[config.mk]
export PLATFORM = sky130hd
export DESIGN_NAME = edge_delay_meter
export DESIGN_NICKNAME = d
export VERILOG_FILES = /design/src/rtl/edge_delay_meter.sv
export SDC_FILE = /design/constraint.sdc
export NUM_CORES = 1
export LEC_CHECK = 0
export CAP_MARGIN = 40
export CORE_MARGIN = 5
export CORE_UTILIZATION = 54
export CTS_CLUSTER_DIAMETER = 40
export DETAILED_ROUTE_END_ITERATION = 7
export HOLD_SLACK_MARGIN = 0.02
export PLACE_DENSITY = 0.8
export SETUP_SLACK_MARGIN = 0.5
export SYNTH_ARGS = -nofsm -noshare
export SYNTH_HDL_FRONTEND = slang
export SYNTH_SLANG_ARGS = --single-unit
[constraint.sdc]
create_clock -name clk_i -period 4.2 [get_ports clk_i]
set_input_delay 0.63 -clock clk_i [delete_from_list [all_inputs] [get_ports clk_i]]
set_output_delay 0.63 -clock clk_i [all_outputs]
set_load 0.1 [all_outputs]
[src/rtl/edge_delay_meter.sv]
// edge_delay_meter: times launch-to-response delay of a path under test and
// checks each rise/fall delay against its own min/max window.
module edge_delay_meter #(
    parameter int CW       = 8,
    parameter int RISE_MIN = 3,
    parameter int RISE_MAX = 7,
    parameter int FALL_MIN = 1,
    parameter int FALL_MAX = 4,
    parameter int TIMEOUT  = 255,
    parameter bit INVERT   = 1'b0
) (
    input  logic          clk_i,
    input  logic          rst_ni,
    input  logic          en_i,
    input  logic          stim_i,
    input  logic          resp_i,
    output logic          busy_o,
    output logic          meas_valid_o,
    output logic [CW-1:0] meas_delay_o,
    output logic          meas_rise_o,
    output logic          meas_pass_o,
    output logic          meas_timeout_o,
    output logic          meas_abort_o,
    output logic [CW-1:0] rise_worst_o,
    output logic [CW-1:0] fall_worst_o,
    output logic [7:0]    err_cnt_o
);
    typedef enum logic {IDLE, MEAS} state_t;

    state_t        state_q;
    logic          primed_q, stim_q, exp_q;
    logic [CW-1:0] cnt_q;
    logic          valid_q, rise_q, pass_q, timeout_q, abort_q;
    logic [CW-1:0] delay_q, rise_worst_q, fall_worst_q;
    logic [7:0]    err_cnt_q;

    logic          launch, match, tmo, pass_d, exp_d;
    logic [CW-1:0] delay_d;

    assign launch  = en_i & primed_q & (stim_i != stim_q);
    assign exp_d   = stim_i ^ INVERT;
    assign delay_d = cnt_q + 1'b1;
    assign match   = resp_i == exp_q;
    assign tmo     = delay_d == CW'(TIMEOUT);
    assign pass_d  = exp_q ? (delay_d >= CW'(RISE_MIN) && delay_d <= CW'(RISE_MAX))
                           : (delay_d >= CW'(FALL_MIN) && delay_d <= CW'(FALL_MAX));

    // A match wins over an abort; a new launch edge always restarts the count.
    always_ff @(posedge clk_i or negedge rst_ni) begin
        if (!rst_ni) begin
            state_q      <= IDLE;
            primed_q     <= 1'b0;
            stim_q       <= 1'b0;
            exp_q        <= 1'b0;
            cnt_q        <= '0;
            valid_q      <= 1'b0;
            rise_q       <= 1'b0;
            pass_q       <= 1'b0;
            timeout_q    <= 1'b0;
            abort_q      <= 1'b0;
            delay_q      <= '0;
            rise_worst_q <= '0;
            fall_worst_q <= '0;
            err_cnt_q    <= '0;
        end else begin
            stim_q   <= stim_i;
            primed_q <= 1'b1;
            valid_q  <= 1'b0;
            if (state_q == IDLE) begin
                if (launch) begin
                    exp_q   <= exp_d;
                    cnt_q   <= '0;
                    state_q <= MEAS;
                end
            end else if (!en_i) begin
                state_q <= IDLE;
            end else if (match || launch || tmo) begin
                valid_q   <= 1'b1;
                rise_q    <= exp_q;
                delay_q   <= delay_d;
                pass_q    <= match && pass_d;
                abort_q   <= !match && launch;
                timeout_q <= !match && !launch;
                if (match && exp_q && delay_d > rise_worst_q)
                    rise_worst_q <= delay_d;
                if (match && !exp_q && delay_d > fall_worst_q)
                    fall_worst_q <= delay_d;
                if (!(match && pass_d) && err_cnt_q != 8'hFF)
                    err_cnt_q <= err_cnt_q + 8'd1;
                if (launch) begin
                    exp_q <= exp_d;
                    cnt_q <= '0;
                end else begin
                    state_q <= IDLE;
                end
            end else begin
                cnt_q <= delay_d;
            end
        end
    end

    assign busy_o         = state_q == MEAS;
    assign meas_valid_o   = valid_q;
    assign meas_delay_o   = delay_q;
    assign meas_rise_o    = rise_q;
    assign meas_pass_o    = pass_q;
    assign meas_timeout_o = timeout_q;
    assign meas_abort_o   = abort_q;
    assign rise_worst_o   = rise_worst_q;
    assign fall_worst_o   = fall_worst_q;
    assign err_cnt_o      = err_cnt_q;
endmodule

==> results of run 1 <==
-- where the power goes --
| group | switching [uW] | internal [uW] |
|---|---|---|
| registers | 77.8 | 551 |
| logic | 787 | 442 |
| clock network | 173 | 118 |
-- registers in the layout, summed over array words and instances, names as in the netlist --
| signal | flops |
|---|---|
| stim_q | 1 |
| primed_q | 1 |
| busy_o | 1 |
| cnt_q | 8 |
| meas_abort_o | 1 |
| meas_valid_o | 1 |
| err_cnt_o | 8 |
| meas_pass_o | 1 |
| rise_worst_o | 8 |
| exp_q | 1 |
| meas_timeout_o | 1 |
| meas_delay_o | 8 |
| meas_rise_o | 1 |
| fall_worst_o | 8 |
-- per-stage QoR --
step                total power (uW)  hold WS, ns
floorplan                       1360        0.334
global placement                1580        0.476
detailed placement              1850        0.482
CTS                             2150        0.223
global route                    2230        0.233
finish                          2150        0.216
-- final cells by class --
| class | instances | area (um2) | share of cell area (%) |
|---|---|---|---|
| repair buffers | 82 | 1040 | 26.8 |
| inverters | 19 | 71.3 | 1.84 |
| clock inverters | 3 | 21.3 | 0.548 |
| well taps | 67 | 83.8 | 2.16 |
| multi-input cells | 173 | 1370 | 35.3 |
| clock buffers | 5 | 68.8 | 1.77 |
| flip-flops and latches | 49 | 1230 | 31.6 |
-- cells in the final DEF, fill, tap and decap left out, types with 10 or more instances in the layout --
| master | synthesis | final |
|---|---|---|
| dfrtp_1 | 49 | 49 |
| clkdlybuf4s50_1 | 0 | 41 |
| buf_8 | 0 | 36 |
| inv_1 | 19 | 19 |
| ha_1 | 19 | 19 |
| xnor2_1 | 18 | 18 |
| mux2_2 | 18 | 18 |
| nor2_1 | 15 | 15 |
| nand2_1 | 14 | 14 |
| nand3_1 | 11 | 11 |
| a21oi_1 | 10 | 10 |
-- what timing repair did --
action / CTS / global route
buffers inserted: 0 / 0
setup endpoints to repair: 0 / 14
resized for setup: 0 / 1
-- routing by layer --
layer / up-vias / wire length, um / track usage, %
li1: 1032 / - / -
met1: 1097 / 2870 / 30.2
met2: 97 / 3700 / 41.5
met3: 28 / 328 / 5.21
met4: 0 / 287 / 11.8
met5: - / 0 / 0
-- worst paths after layout --
path                                           from                     endpoint  slack (ns)  depth (start not counted)
setup / recovery               cnt_q[0]$_DFFE_PN0N_  fall_worst_o[3]$_DFFE_PN0P_        0.69                          9
max in group asynchronous                    rst_ni   meas_timeout_o$_DFFE_PN0P_        3.48                          2
hold / removal                               rst_ni  rise_worst_o[1]$_DFFE_PN0P_        0.22                          1
hold reg to reg            err_cnt_o[5]$_DFFE_PN0P_     err_cnt_o[5]$_DFFE_PN0P_        0.51                          1
setup reg to reg               cnt_q[0]$_DFFE_PN0N_  fall_worst_o[3]$_DFFE_PN0P_        0.69                          9
min in group clk_i         err_cnt_o[5]$_DFFE_PN0P_     err_cnt_o[5]$_DFFE_PN0P_        0.51                          1
-- worst reg2reg max path: cells and delay by family (launching register included) --
| family | cells | cell delay, ns |
|---|---|---|
| and+or+nand+nor | 4 | 1.04 |
| muxes | 1 | 0.41 |
| AOI/OAI and AO/OA | 2 | 0.58 |
| DFF | 1 | 0.57 |
| adders and majority gates | 2 | 0.79 |
-- logic make-up (layout without fill, tap and decap cells) --
| logic type | Yosys count | in the layout |
|---|---|---|
| AND/OR/NAND/NOR | 72 | 72 |
| flip-flops | 49 | 49 |
| AO/OA/AOI/OAI | 34 | 34 |
| buffers and inverters | 27 | 109 |
| XOR/XNOR | 25 | 25 |
| multiplexers | 21 | 21 |
| adder cells (fa/ha/maj) | 20 | 20 |
| other | 1 | 1 |
==> flow_summary.ini, run 1 <==
[placement]
pre_cts_slack_ns = 0.770
place_congestion = 0.891
place_area_mm2 = 0.00379
place_inst = 390
portBuffers = 42
hpwl_mm = 5.30

[drt]
vias = 2254
drc = 0
postRouteAntennaNets = 0
drt_iter0_drc = 142
wl_mm = 7.19
avgViaCountPerCell = 5.66
wl_per_cell_um = 18.1
drt_first_pass_iters = 5

[critical_path]
worst-path-buf-inv = 0
critPathLaunchType = flip-flop
critPathRequiredTime_ns = 4.40
arrival_ns = 3.71
worstSetupEndpointType = flip-flop
crit_type = reg -> reg
cp_max_fo = 10
crit_family = simple AND/OR/NAND/NOR gates
crit_slowest_cell = dfrtp_1
path_cells = ha_1, nand3_4, o21ai_1, nand2_1, ha_1, nand3_1, or4_1, o2111ai_2, mux2_2
critPathMaxStageDelay_ns = 0.57
path_common_cell = ha_1

[sta]
tightest_slew_ns = 0.773
finalHoldViolations = 0
rsz0062_at_grt = false
fmax_mhz = 285
slew_headroom_pct = 48.1
post-route-period-util_pct = 83.5
clock_skew_ns = 0.0115
finalSetupViolCount = 0
final.min_clock_period_ns = 3.51
setup_slack_ns = 0.692
finalSetupTns_ns = 0
slew_viol_final = 0

[grt]
grt_usage_pct = 24.7
grt_pass1_wl_mm = 12.0
grt_max_degree = 36
grt_pass1_vias = 2355
grt_overflow_total = 0
antenna_found_initial = 0

[floorplan]
die_h_um = 81.0
core_mm2 = 0.00482
num_rows = 25
die_area_mm2 = 0.00656
die_x_um = 81.0
start_util_pct = 56.5
ioPinCount = 43

[power]
p_leak_uw = 0.00177
peakVddDrop_v = 0.000345
powerDensity_mw_per_mm2 = 554

[synth]
seq_area_frac_synth_pct = 45.1
synth_compound_area_share_pct = 8.92
synthMuxAreaShare_pct = 8.64
yosys.area.top_type_share_pct = 45.1
ys_top_cells_by_area = dfrtp_1 (45%), ha_1 (8.7%), mux2_2 (7.4%)
ys_warn_count = 0
synth-seq-cells = 49
synth_area_leader_cell = dfrtp_1
synth_cell_types = 47
synth_xor_area_share_pct = 8.32
synth_area_mm2 = 0.00272
yosys.cell_count.top_type = dfrtp_1
synthSimpleGateAreaFrac_pct = 15.3
synth_flop_cell = dfrtp_1
synth_fp_nets = 273
synth-adder-area-share_pct = 9.10
synthCells = 249
syn_area_per_cell_um2 = 10.9
synth_top_family_by_area = simple AND/OR/NAND/NOR gates
synthArstFlopShare_pct = 100
synth_top_cells_by_count = dfrtp_1 (49), ha_1 (19), inv_1 (19)
synth_edf_count = 0

[clock_tree]
cts_buffers = 5
htreeDepth = 2
clock_latency_ns = 0.32
cts_buffer_depth = 2
clkTransAtPathRegs_ns = 0.09
ctsHoldBuffers = 0
cts_num_sinks = 49
cts_tree = built
cts-root-buf = clkbuf_8

[finish]
stdcell_count = 398
final_util_pct = 80.6
fin_area_mm2 = 0.00388
syn2layout_area_growth_pct = 42.6
drive_gt1_share_pct = 23.9
n_antenna_cell = 0
num-fill-cells = 296
finalNetCount = 354

[outcome]
run_status = finished clean

[run]
drv_cap = 0

[min_path]
hp-class = in -> async
(Power assumes the default switching activity.)
==> inputs of run 2 (changes only) <==
==> constraint.sdc (replaced) <==
create_clock -name clk_i -period 3.25 [get_ports clk_i]
set_input_delay 0.4875 -clock clk_i [delete_from_list [all_inputs] [get_ports clk_i]]
set_output_delay 0.4875 -clock clk_i [all_outputs]
set_load 0.1 [all_outputs]
==> run 2 against run 1 <==
Against the previous run:
- setup slack got worse by 0.22 ns
- combinational power is 27% higher
- routed wire length grew 11%
- via count up 1.8%
- largest cell class unchanged
- largest power group unchanged
==> flow_summary.ini, run 2 (synthesis gave the netlist of run 1 again) <==
[critical_path]
critPathRequiredTime_ns = 3.44
crit_type = in -> reg
path_cells = clkdlybuf4s50_1, inv_1, ha_1, or4_1, nor4_2, a221oi_4, buf_4, mux2_1
arrival_ns = 2.97
crit_slowest_cell = or4_1
worstSetupEndpointType = flip-flop
critPathMaxStageDelay_ns = 0.58
critPathLaunchType = input port
cp_max_fo = 6

[sta]
rsz0062_at_grt = true
final.min_clock_period_ns = 2.78
post-route-period-util_pct = 85.6
setup_slack_ns = 0.469
finalSetupViolCount = 0
finalSetupTns_ns = 0
slew_headroom_pct = 49.1
tightest_slew_ns = 0.760
hold_slack_ns = 0.155
fmax_mhz = 360
finalHoldViolations = 0
slew_viol_final = 0
clock_skew_ns = 0.0169

[drt]
avgViaCountPerCell = 5.63
wl_mm = 8.00
vias = 2295
drt_iter0_drc = 190
wl_per_cell_um = 19.6
drt_first_pass_iters = 4
drc = 0
postRouteAntennaNets = 0

[grt]
grt_overflow_total = 0
grt_pass1_vias = 2443
grt_max_degree = 28
antenna_found_initial = 0
grt_pass1_wl_mm = 12.3
grt_usage_pct = 24.9

[placement]
place_congestion = 0.814
portBuffers = 42
hpwl_mm = 5.10
pre_cts_slack_ns = 0.177
place_area_mm2 = 0.00359

[run]
drv_cap = 0

[floorplan]
die_area_mm2 = 0.00656
die_x_um = 81.0
start_util_pct = 56.5
core_mm2 = 0.00482
die_h_um = 81.0
ioPinCount = 43
num_rows = 25

[clock_tree]
cts_buffer_depth = 2
htreeDepth = 2
cts_buffers = 5
cts_num_sinks = 49
cts-root-buf = clkbuf_8
cts_tree = built
clkTransAtPathRegs_ns = 0.10
clock_latency_ns = 0.31

[finish]
n_antenna_cell = 0
syn2layout_area_growth_pct = 46.2
finalNetCount = 364
fin_area_mm2 = 0.00398
layout_commonest_cell = dfrtp_1
drive_gt1_share_pct = 37.8
final_cell_mix = dfrtp_1 (45), buf_4 (38), clkdlybuf4s50_1 (27)

[power]
powerDensity_mw_per_mm2 = 690
total_power_uw = 2740
p_leak_uw = 0.00185
peakVddDrop_v = 0.000701

[outcome]
run_status = finished clean

[min_path]
hp-class = in -> async
## run 2: cell count changes in the layout (fill, tap and decap cells not counted), sizes merged
cell | before | now
inv | 20 | 19
clkinv | 1 | 2
clkdlybuf4s50 | 41 | 27
buf | 41 | 65
## run 2: report_power, final
part           internal, uW  switching, uW
Combinational           529           1030
Clock                   149            208
Sequential              714            112
## run 2: final timing paths
check | startpoint | end | slack (ns) | depth (start not counted)
worst max-delay path | resp_i | err_cnt_o[1]$_DFFE_PN0P_ | 0.47 | 8
worst min-delay path | rst_ni | fall_worst_o[6]$_DFFE_PN0P_ | 0.16 | 1
worst max register to register | cnt_q[0]$_DFFE_PN0N_ | rise_worst_o[7]$_DFFE_PN0P_ | 0.53 | 11
worst min register to register | err_cnt_o[5]$_DFFE_PN0P_ | err_cnt_o[5]$_DFFE_PN0P_ | 0.50 | 1
max in group asynchronous | rst_ni | cnt_q[4]$_DFFE_PN0N_ | 2.53 | 2
min in group clk_i | err_cnt_o[5]$_DFFE_PN0P_ | err_cnt_o[5]$_DFFE_PN0P_ | 0.50 | 1
## run 2: metrics by stage
step / std cells / utilization (%)
finish: 408 / 82.6
global placement: 355 / 66.5
CTS: 396 / 78.5
global route: 408 / 82.6
detailed placement: 380 / 74.6
floorplan: 249 / -
## run 2: area by class of cell
| cell class | count | area, um2 |
|---|---|---|
| Timing Repair Buffer | 92 | 973 |
| Fill cell | 259 | 840 |
| Tap cell | 67 | 83.8 |
| Clock inverter | 3 | 17.5 |
| Multi-Input combinational cell | 173 | 1530 |
| Sequential cell | 49 | 1230 |
| Inverter | 19 | 71.3 |
| Clock buffer | 5 | 68.8 |
## run 2: worst max-delay path: cells and delay by family
family | cells | cell delay, ns
compound gates | 1 | 0.06
fa+ha+maj | 1 | 0.34
buf+inv | 3 | 0.77
mux | 1 | 0.33
simple gates | 2 | 0.98
## run 2: metal layers
| metal | share of wire (%) | track usage [%] |
|---|---|---|
| met5 | 0 | 0 |
| met4 | 4.1 | 11.5 |
| met3 | 4.6 | 4.21 |
| met2 | 54 | 45.0 |
| met1 | 37 | 28.5 |
## run 2: repair_timing
item | CTS | global route
resized for setup | 12 | 16
gates cloned | 0 | 0
hold buffers | 0 | 0
buffers inserted | 8 | 12
pin swaps | 4 | 13
endpoints found under the setup margin | 30 | 26
==> inputs of run 3 (changes only) <==
--- a/config.mk
+++ b/config.mk
@@ -11,7 +11,7 @@
 export CTS_CLUSTER_DIAMETER = 40
 export DETAILED_ROUTE_END_ITERATION = 7
 export HOLD_SLACK_MARGIN = 0.02
-export PLACE_DENSITY = 0.8
+export PLACE_DENSITY_LB_ADDON = 0.3
 export SETUP_SLACK_MARGIN = 0.5
 export SYNTH_ARGS = -nofsm -noshare
 export SYNTH_HDL_FRONTEND = slang
==> run 3 against run 2 <==
Against the previous run:
- first-iteration DRC count up 1.1%
- critical path depth up 3
- clock power is 4% higher
- critical path type is now reg -> reg
- global-route usage is 2.9 points lower
- via count grew 1.1%
- sequential cell count did not move
- die area unchanged
- final cell count increased by 0.74%
- fmax grew 1.4%
- clock-buffer cell count did not move
- clock skew down 0.0060 ns
- largest cell class unchanged
==> flow_summary.ini, run 3 (synthesis gave the netlist of run 1 again) <==
[outcome]
run_status = finished clean

[critical_path]
worst-path-buf-inv = 3
critPathRequiredTime_ns = 3.46
critPathMaxStageDelay_ns = 0.45
crit_slowest_cell = or4_4
path_cells = buf_6, nand4_1, buf_4, o21ai_2, nand2_4, ha_4, nand3_1, or4_4, o2111ai_4, buf_12, mux2_2
crit_family = simple AND/OR/NAND/NOR gates
worstSetupEndpointType = flip-flop
cp_max_fo = 8
critPathLaunchType = flip-flop
crit_type = reg -> reg
arrival_ns = 2.95

[sta]
finalHoldViolations = 0
finalSetupViolCount = 0
clock_skew_ns = 0.0109
final.min_clock_period_ns = 2.74
tightest_slew_ns = 0.813
slew_viol_final = 0
finalSetupTns_ns = 0
post-route-period-util_pct = 84.4
rsz0062_at_grt = true
fmax_mhz = 365
slew_headroom_pct = 45.6
setup_slack_ns = 0.507

[clock_tree]
htreeDepth = 2
cts_buffer_depth = 2
cts_num_sinks = 49
clock_latency_ns = 0.32
cts_buffers = 5
cts-root-buf = clkbuf_8
clkTransAtPathRegs_ns = 0.10
cts_tree = built

[placement]
hpwl_mm = 4.80
place_inst = 380
place_congestion = 0.777
portBuffers = 42
pre_cts_slack_ns = 0.193

[power]
p_leak_uw = 0.00189
peakVddDrop_v = 0.000634
internal_power_uw = 1440
switching_share_pct = 48.4
total_power_uw = 2800
p_sw_uw = 1350
clockPowerShare_pct = 13.3
powerDensity_mw_per_mm2 = 683
p_comb_share_pct = 58.0
power.share.sequential_pct = 28.7

[drt]
avgViaCountPerCell = 5.64
wl_mm = 7.57
vias = 2320
drt_first_pass_iters = 4
postRouteAntennaNets = 0
drc = 0
drt_iter0_drc = 192
wl_per_cell_um = 18.4

[floorplan]
die_area_mm2 = 0.00656
ioPinCount = 43
core_mm2 = 0.00482
num_rows = 25
die_x_um = 81.0
die_h_um = 81.0
start_util_pct = 56.5

[finish]
layout_commonest_cell = dfrtp_1
seqCellArea_mm2 = 0.00123
num-fill-cells = 234
stdcell_count = 411
n_antenna_cell = 0
drive_gt1_share_pct = 38.7
finalNetCount = 367
multi_input_area_mm2 = 0.00162
syn2layout_area_growth_pct = 50.3
final_cell_mix = dfrtp_1 (45), buf_4 (40), clkdlybuf4s50_1 (27)
final_util_pct = 84.9

[grt]
grt_pass1_wl_mm = 11.1
grt_max_degree = 29
grt_usage_pct = 22.0
grt_overflow_total = 0
grt_pass1_vias = 2157
antenna_found_initial = 0

[min_path]
hp-class = in -> async

[run]
drv_cap = 0
run 3: cell types whose count changed in the layout (fill, tap and decap cells not counted), sizes merged:
cell and delta:
buf +3
run 3: worst reg2reg max path, stage by stage, from the launching register on:
cell	delay (ns)
dfrtp_2	0.40
buf_6	0.13
nand4_1	0.14
buf_4	0.19
o21ai_2	0.20
nand2_4	0.12
ha_4	0.29
nand3_1	0.12
or4_4	0.45
o2111ai_4	0.10
buf_12	0.17
mux2_2	0.34
run 3: final cells by class:
type                       instances  area share (%)
multi-input combinational        173            39.6
sequential                        49            30.1
timing repair buffer              95            24.4
tap                               67            2.05
inverter                          19            1.74
clock buffer                       5            1.68
clock inverter                     3           0.428
run 3: power by group through the flow:
stage / Combinational, uW / Clock, uW / Sequential (uW)
after CTS: 1520 / 368 / 799
after detailed placement: 1470 / 0 / 808
after global placement: 1240 / 0 / 803
after global routing: 1700 / 396 / 820
final: 1620 / 371 / 803
after floorplan: 297 / 0 / 1470
run 3: metal layers:
layer / vias up / routed length [um] / global-route usage, %
met1: 1162 / 3160 / 28.3
met2: 80 / 3910 / 37.8
met5: - / 0 / 0
li1: 1060 / - / -
met3: 18 / 345 / 3.99
met4: 0 / 155 / 6.76
run 3: final timing paths:
path                                                to                      from  cells after the start  slack (ns)
setup / recovery           fall_worst_o[7]$_DFFE_PN0P_      cnt_q[0]$_DFFE_PN0N_                     11        0.51
hold / removal             fall_worst_o[6]$_DFFE_PN0P_                    rst_ni                      1        0.14
setup reg to reg           fall_worst_o[7]$_DFFE_PN0P_      cnt_q[0]$_DFFE_PN0N_                     11        0.51
hold reg to reg               err_cnt_o[7]$_DFFE_PN0P_  err_cnt_o[7]$_DFFE_PN0P_                      1        0.51
max in group asynchronous         cnt_q[4]$_DFFE_PN0N_                    rst_ni                      2        2.54
min in group clk_i            err_cnt_o[7]$_DFFE_PN0P_  err_cnt_o[7]$_DFFE_PN0P_                      1        0.51
run 3: timing repair:
action,4_1_cts,5_1_grt
pin swaps,6,14
hold buffers,0,0
resized for setup,19,20
setup endpoints to repair,25,21
buffers inserted,4,19
run 3: through the flow:
stage	area, um2	hold WS [ns]
after detailed placement	3590	0.489
after global placement	3200	0.472
after global routing	4090	0.177
after CTS	3800	0.164
final	4090	0.144
after floorplan	2750	0.192
